File: config.mk
export PLATFORM = sky130hd
export DESIGN_NAME = ram_arbiter_rr
export DESIGN_NICKNAME = d
export VERILOG_FILES = /design/src/rtl/ram_arbiter_rr.sv
export SDC_FILE = /design/constraint.sdc
export NUM_CORES = 1
export LEC_CHECK = 0
export CAP_MARGIN = 0
export CORE_AREA = 2 2 156 158
export CTS_CLUSTER_SIZE = 14
export DETAILED_ROUTE_END_ITERATION = 8
export DIE_AREA = 0 0 158 160
export HOLD_SLACK_MARGIN = 0.05
export PLACE_DENSITY = 0.52
export SLEW_MARGIN = 20
export SYNTH_ARGS = -nofsm -noshare
export SYNTH_HDL_FRONTEND = slang
export SYNTH_SLANG_ARGS = --single-unit
export TNS_END_PERCENT = 5
File: constraint.sdc
create_clock -name CLK -period 2.64 [get_ports CLK]
set_input_delay 0.528 -clock CLK [delete_from_list [all_inputs] [get_ports CLK]]
set_output_delay 0.528 -clock CLK [all_outputs]
set_load 0.05 [all_outputs]
File: src/rtl/ram_arbiter_rr.sv
// Round-robin arbiter that funnels CPUS x {I,D} requestors onto one RAM port.
// Optional per-requestor completion counters are enabled with ARB_STATS_EN.
module ram_arbiter_rr #(
    parameter int CPUS  = 2,
    parameter int AW    = 32,
    parameter int DW    = 32,
    parameter int DPRIO = 0
) (
    input  logic                   CLK,
    input  logic                   RST,
    input  logic [2*CPUS-1:0]      req_ren,
    input  logic [2*CPUS-1:0]      req_wen,
    input  logic [2*CPUS*AW-1:0]   req_addr,
    input  logic [2*CPUS*DW-1:0]   req_store,
    output logic [2*CPUS-1:0]      req_wait,
    output logic [DW-1:0]          req_load,
    output logic                   ramREN,
    output logic                   ramWEN,
    output logic [AW-1:0]          ramaddr,
    output logic [DW-1:0]          ramstore,
    input  logic [DW-1:0]          ramload,
    input  logic [1:0]             ramstate
`ifdef ARB_STATS_EN
    ,
    output logic [2*CPUS*16-1:0]   grant_cnt,
    input  logic                   stats_clr
`endif
);
    localparam int NREQ = 2 * CPUS;
    localparam int IW   = (NREQ > 1) ? $clog2(NREQ) : 1;
    localparam logic [1:0] RAM_ACCESS = 2'd2;

    typedef enum logic {
        S_IDLE  = 1'b0,
        S_GRANT = 1'b1
    } state_t;

    state_t          r_state, w_state_next;
    logic [IW-1:0]   r_gnt, w_gnt_next;
    logic [IW-1:0]   r_rr_ptr, w_rr_next;
    logic [IW-1:0]   w_sel, w_idx;
    logic            w_found;
    logic [NREQ-1:0] w_active, w_odd_mask, w_cand;
    logic            w_g_active, w_done;
    logic [AW-1:0]   w_addr_arr  [NREQ];
    logic [DW-1:0]   w_store_arr [NREQ];

    genvar gi;
    generate
        for (gi = 0; gi < NREQ; gi++) begin : g_slice
            assign w_addr_arr[gi]  = req_addr[gi*AW +: AW];
            assign w_store_arr[gi] = req_store[gi*DW +: DW];
            assign w_odd_mask[gi]  = (gi % 2) == 1;
        end
    endgenerate

    assign w_active   = req_ren | req_wen;
    assign w_g_active = req_ren[r_gnt] | req_wen[r_gnt];
    assign w_done     = (r_state == S_GRANT) && w_g_active && (ramstate == RAM_ACCESS);

    // With data priority, the odd (D-channel) class is searched alone whenever it has work.
    always_comb begin
        w_cand = w_active;
        if (DPRIO != 0 && |(w_active & w_odd_mask))
            w_cand = w_active & w_odd_mask;
    end

    always_comb begin
        w_sel   = '0;
        w_idx   = '0;
        w_found = 1'b0;
        for (int k = 0; k < NREQ; k++) begin
            w_idx = IW'((int'(r_rr_ptr) + k) % NREQ);
            if (!w_found && w_cand[w_idx]) begin
                w_found = 1'b1;
                w_sel   = w_idx;
            end
        end
    end

    always_ff @(posedge CLK or posedge RST) begin
        if (RST) begin
            r_state  <= S_IDLE;
            r_gnt    <= '0;
            r_rr_ptr <= '0;
        end else begin
            r_state  <= w_state_next;
            r_gnt    <= w_gnt_next;
            r_rr_ptr <= w_rr_next;
        end
    end

    always_comb begin
        w_state_next = r_state;
        w_gnt_next   = r_gnt;
        w_rr_next    = r_rr_ptr;
        req_wait     = '1;
        req_load     = '0;
        ramREN       = 1'b0;
        ramWEN       = 1'b0;
        ramaddr      = '0;
        ramstore     = '0;
        case (r_state)
            S_IDLE: begin
                if (w_found) begin
                    w_state_next = S_GRANT;
                    w_gnt_next   = w_sel;
                end
            end
            S_GRANT: begin
                ramaddr  = w_addr_arr[r_gnt];
                ramstore = w_store_arr[r_gnt];
                ramWEN   = req_wen[r_gnt];
                ramREN   = req_ren[r_gnt] & ~req_wen[r_gnt];
                if (!w_g_active) begin
                    w_state_next = S_IDLE;
                end else if (w_done) begin
                    req_wait[r_gnt] = 1'b0;
                    req_load        = ramload;
                    w_state_next    = S_IDLE;
                    w_rr_next       = (r_gnt == IW'(NREQ - 1)) ? '0 : r_gnt + 1'b1;
                end
            end
            default: w_state_next = S_IDLE;
        endcase
    end

`ifdef ARB_STATS_EN
    generate
        for (gi = 0; gi < NREQ; gi++) begin : g_cnt
            logic [15:0] r_cnt;
            always_ff @(posedge CLK or posedge RST) begin
                if (RST)
                    r_cnt <= '0;
                else if (stats_clr)
                    r_cnt <= '0;
                else if (w_done && r_gnt == IW'(gi) && r_cnt != 16'hFFFF)
                    r_cnt <= r_cnt + 16'd1;
            end
            assign grant_cnt[gi*16 +: 16] = r_cnt;
        end
    endgenerate
`endif

endmodule

# After elaboration in Yosys (flattened, before gate mapping)
# Cells that the tools add are included.
# word_totals
mem_count	0
register_bits	5
input_bits	300
latch_bits	0
mem_bits_rw	0
out_inout_bits	102
mem_bits_ro	0
# op_classes
multipliers	0
magnitude_cmp	7
shifts	0
eq_ne	2
bitwise	7
div_mod_pow	0
n_reduce_logical	11
n_mux	43
add_sub_neg	4
# op_table
operator	n
$mux 32	9
$bmux 32 s2	2
$mux 1	16
$lt 2x3->1 const B	5
$bmux 1 s2	6
$mux 4	3
$mux 2	5
$logic_and 1x1->1	6
$add 2x1->2 const B	2
$add 2x2->2 const B	2
$eq 2x2->1 const B	2
$not 4->4	1
$or 4x4->4	1
$ge 3x3->1 const B	1
$logic_not 1->1	3
$not 2->3	1
$reduce_and 3->1	1
$demux 1 s2	1
$ge 2x1->1 const B	1
$not 1->1	2
$pmux 1 s2	1
$reduce_and 2->1	1
$and 1x1->1	1
$or 1x1->1	1

# Longest topological paths before layout
# depth
word_depth	15
mapped_depth	7
ltp_nobuf	4

# Worst setup path after synthesis
# Ideal clock, no wire load.
# synth_timing
kind	register -> output
startpoint	register r_gnt[0]
endpoint	output port ramaddr[12]
t_arrival_ns	1.920
t_required_ns	2.112
n_path_buf	3
path_stages_with_launch	6
path_slack_ns	0.192
path_cell_list	dfrtp_1 buf_2 buf_2 buf_2 mux4_2 and2_1
# synth_between
elab_chain_len	5
# synth_lines
element	line	rtl
start, declared	39	logic [IW-1:0] r_gnt, w_gnt_next;
start signal, assigned	88	r_gnt <= w_gnt_next;
$not 2->3 (not written as such)	111	ramaddr = w_addr_arr[r_gnt];
$bmux 32 s2	111	
$mux 32 (not written as such) (2 in a row)	111	
$mux 32	103	case (r_state)
end, declared	19	output logic [AW-1:0] ramaddr,
# No other way between the ends. The select of a mux whose other input is x is not followed.

# Worst setup path in the final report
# layout_timing
startpoint	register r_gnt[1]
endpoint	output port req_wait[1]
# layout_between
elab_chain_len	8
word_cells_on_any_way	16
# layout_lines
element	line	rtl
$lt 2x3->1 (not written as such), or another cell as far along	118	req_wait[r_gnt] = 1'b0;
$logic_and 1x1->1 (not written as such) or $mux 1 (tied branches)	118, 58	
$mux 1 (not written as such) or $or 1x1->1 (tied branches)	118, 58	
$demux 1 s2 or $logic_and 1x1->1 (tied branches)	118, 59	
$not 4->4 (no source line) or $logic_and 1x1->1 (tied branches)	--	
$mux 4	117	end else if (w_done) begin
$mux 4 *	115	if (!w_g_active) begin
$mux 4 *	103	
end, declared	15	output logic [2*CPUS-1:0] req_wait,
# Mark *: on every way between the ends. The rest lies on a longest branch, timed or not. The select of a mux whose other input is x is not followed.

==> impl_metrics.csv <==
group,metric,value,unit
run_status,status,"finished clean",
timing,worst_pin_slew,0.491,ns
timing,maxSlewHeadroom,67.3,%
drt,drt_wl_total,16.7,mm
drt,drt_iter0_drc,128,
timing,hold_viol_final,0,
critical_path,crit_path_end_kind,"output port",
synthesis,yosysSeqAreaShare,4.81,%
grt,grt_pass1_wl,22.9,mm
power,vdd_ir_drop_max,0.000513,V
drt,ant_nets,0,
timing,timing.final.crit_share,99.1,%
die,die_y,160,um
cells_and_area,utilization,31.3,%
cts,h-tree-depth,1,
drt,vias_per_cell,3.89,
grt,grt_use_total,11.7,%
critical_path,cp.arrival,2.09,ns
die,dieWidth,158,um
timing,max_freq,382,MHz
critical_path,cp-start-kind,"register",
power,switching_power,3.87,mW
power,swShare,54.0,%
grt,grt_max_degree,69,
cts,clk_path_buf_depth,2,
cells_and_area,fin_nets,941,
power,clkPwrFrac,3.5,%
synthesis,ys_ff_latch,5,
die,core_area,23800,um2
place,place_inst,945,
synthesis,avgSynthCellArea,11.1,um2
power,p_leak,2.89,nW
flow_run,maxCapViolations,0,
synthesis,syn-num-nets,538,
timing,setup_viol,0,
synthesis,yosysTopAreaCell,"mux4_2",
cts,cts_tree,"built",
cts,cts_made_buffers,3,
timing,drv_slew,0,
synthesis,yosysWarningCount,0,
cts,root_buffer,"clkbuf_16",
drt,vias,3739,
die,num_rows,57,
drt,wire_per_inst,17.4,um
die,die_area,25300,um2
grt,grt.overflow.total,0,
place,port_buffers,401,
place,dp_slack,-0.176,ns
grt,grt_pass1_vias,3993,
synthesis,synth.top_cells.by_area,"mux4_2, and2_1, dfrtp_1",
synthesis,synthCells,234,
cells_and_area,final_cells,960,
cts,clk_pin_slew,0.03,ns
timing,period_needed,2.62,ns
cells_and_area,mostFrequentLayoutCell,"clkdlybuf4s50_1",
critical_path,critPathRequiredTime,2.11,ns
power,pwr-share-seq,2.9,%
die,start_util,10.9,%
timing,worst_slack,0.0231,ns
cts,numClockSinks,5,
drt,drc,0,
power,power.density,963,nW/um2
die,io_pins,402,
place,gp_congestion,0.781,
cells_and_area,area_growth,186,%
timing,skew,0.000273,ns
critical_path,crit_fanout,6,
grt,antenna_found_initial,0,
critical_path,path_class,"register to output port",
synthesis,yosysUniqueCellTypes,23,
cells_and_area,antenna_cells,0,
synthesis,synthesis.area,2600,um2
power,internal_power,3.30,mW
synthesis,synth_top_area_share,57.1,%
timing,rsz0062_at_grt,"true",
drt,drt_first_pass_iters,4,
place,hpwl,13.5,mm
cts,worstSkewPairLatency,0.23,ns
cells_and_area,drive_above_1_share,37.3,%
power,p_comb_share,93.6,%
cells_and_area,final_cell_mix,"clkdlybuf4s50_1, and2_1, mux4_2",
worst_hold_path,holdCritPathClass,"primary input to async pin",
[routing by layer]
layer / vias up / routed length [um] / global-route usage, %
met5: - / 0 / 0
met4: 0 / 102 / 1.52
met3: 8 / 1590 / 2.58
met2: 232 / 8390 / 21.2
met1: 1796 / 6620 / 14.3
li1: 1703 / - / -
[cells by family (layout without fill, tap and decap cells)]
logic type,Yosys count,in the layout,share of synthesized area (%)
AOI/OAI and AO/OA,14,14,3.66
DFF,5,5,4.81
buffers and inverters,31,433,5.77
and+or+nand+nor,112,112,25.7
adders and majority gates,4,4,1.92
muxes,68,68,58.2
[worst max-delay path: stages, from the launching register on]
cell and delay [ns]:
dfrtp_4 0.44, mux4_2 0.54, o211a_4 0.29, clkbuf_16 0.15
buf_8 0.13, buf_6 0.12, nand2_4 0.06, buf_12 0.13
[synthesized netlist by cell type, drive strengths merged]
cell type	count
a21boi	1
a21oi	1
a22o	1
a31o	1
and2	97
buf	15
clkbuf	12
dfrtp	5
ha	4
inv	4
mux2	2
mux4	66
nand2	7
nor2	6
nor2b	1
nor4	1
o211a	1
o21ai	6
o31ai	1
o32ai	2
[power by group through the flow]
| stage | clock (mW) | combinational [mW] | sequential (mW) |
|---|---|---|---|
| 3_3_place_gp | 0 | 6.58 | 0.213 |
| 6_report | 0.252 | 6.71 | 0.208 |
| 5_1_grt | 0.262 | 7.05 | 0.220 |
| 3_5_place_dp | 0 | 6.56 | 0.213 |
| 4_1_cts | 0.256 | 6.62 | 0.212 |
| 2_1_floorplan | 0 | 4.27 | 0.145 |
[timing repair]
item                       4_1_cts  5_1_grt
pin swaps                        1        5
gates cloned                     0        3
buffers inserted                 0        8
hold buffers                     0        0
gates resized for setup         40       56
setup endpoints to repair       36       36
[state kept, by name, summed over array words and instances, names as in the netlist]
| register | cells |
|---|---|
| r_rr_ptr | 2 |
| r_state | 1 |
| r_gnt | 2 |
[final timing paths]
check	from	to	slack, ns	depth (start not counted)
min in group CLK	r_rr_ptr[1]	r_rr_ptr[1]	0.58	2
max in group asynchronous	RST	r_gnt[0]	1.92	2
hold reg to reg	r_rr_ptr[1]	r_rr_ptr[1]	0.58	2
hold / removal	RST	r_rr_ptr[0]	0.51	2
setup reg to reg	r_gnt[1]	r_rr_ptr[0]	0.44	7
setup / recovery	r_gnt[1]	req_wait[1]	0.02	7
[layout make-up]
| type | count | area [um2] |
|---|---|---|
| Multi-Input combinational cell | 198 | 2420 |
| Clock buffer | 4 | 78.8 |
| Timing Repair Buffer | 425 | 4400 |
| Tap cell | 324 | 405 |
| Fill cell | 2496 | 16400 |
| Inverter | 4 | 15.0 |
| Sequential cell | 5 | 134 |
[stage by stage]
step           total power [mW]  area (um2)  setup TNS (ns)  hold WS (ns)
2_1_floorplan              4.42        2600               0         0.307
3_3_place_gp               6.79        7010           -4.23         0.603
3_5_place_dp               6.77        7010           -5.37         0.607
4_1_cts                    7.09        7210           -2.77         0.521
5_1_grt                    7.53        7450          -0.168         0.549
6_report                   7.17        7450               0         0.514
Note: power is estimated with default switching activity, not from simulation.
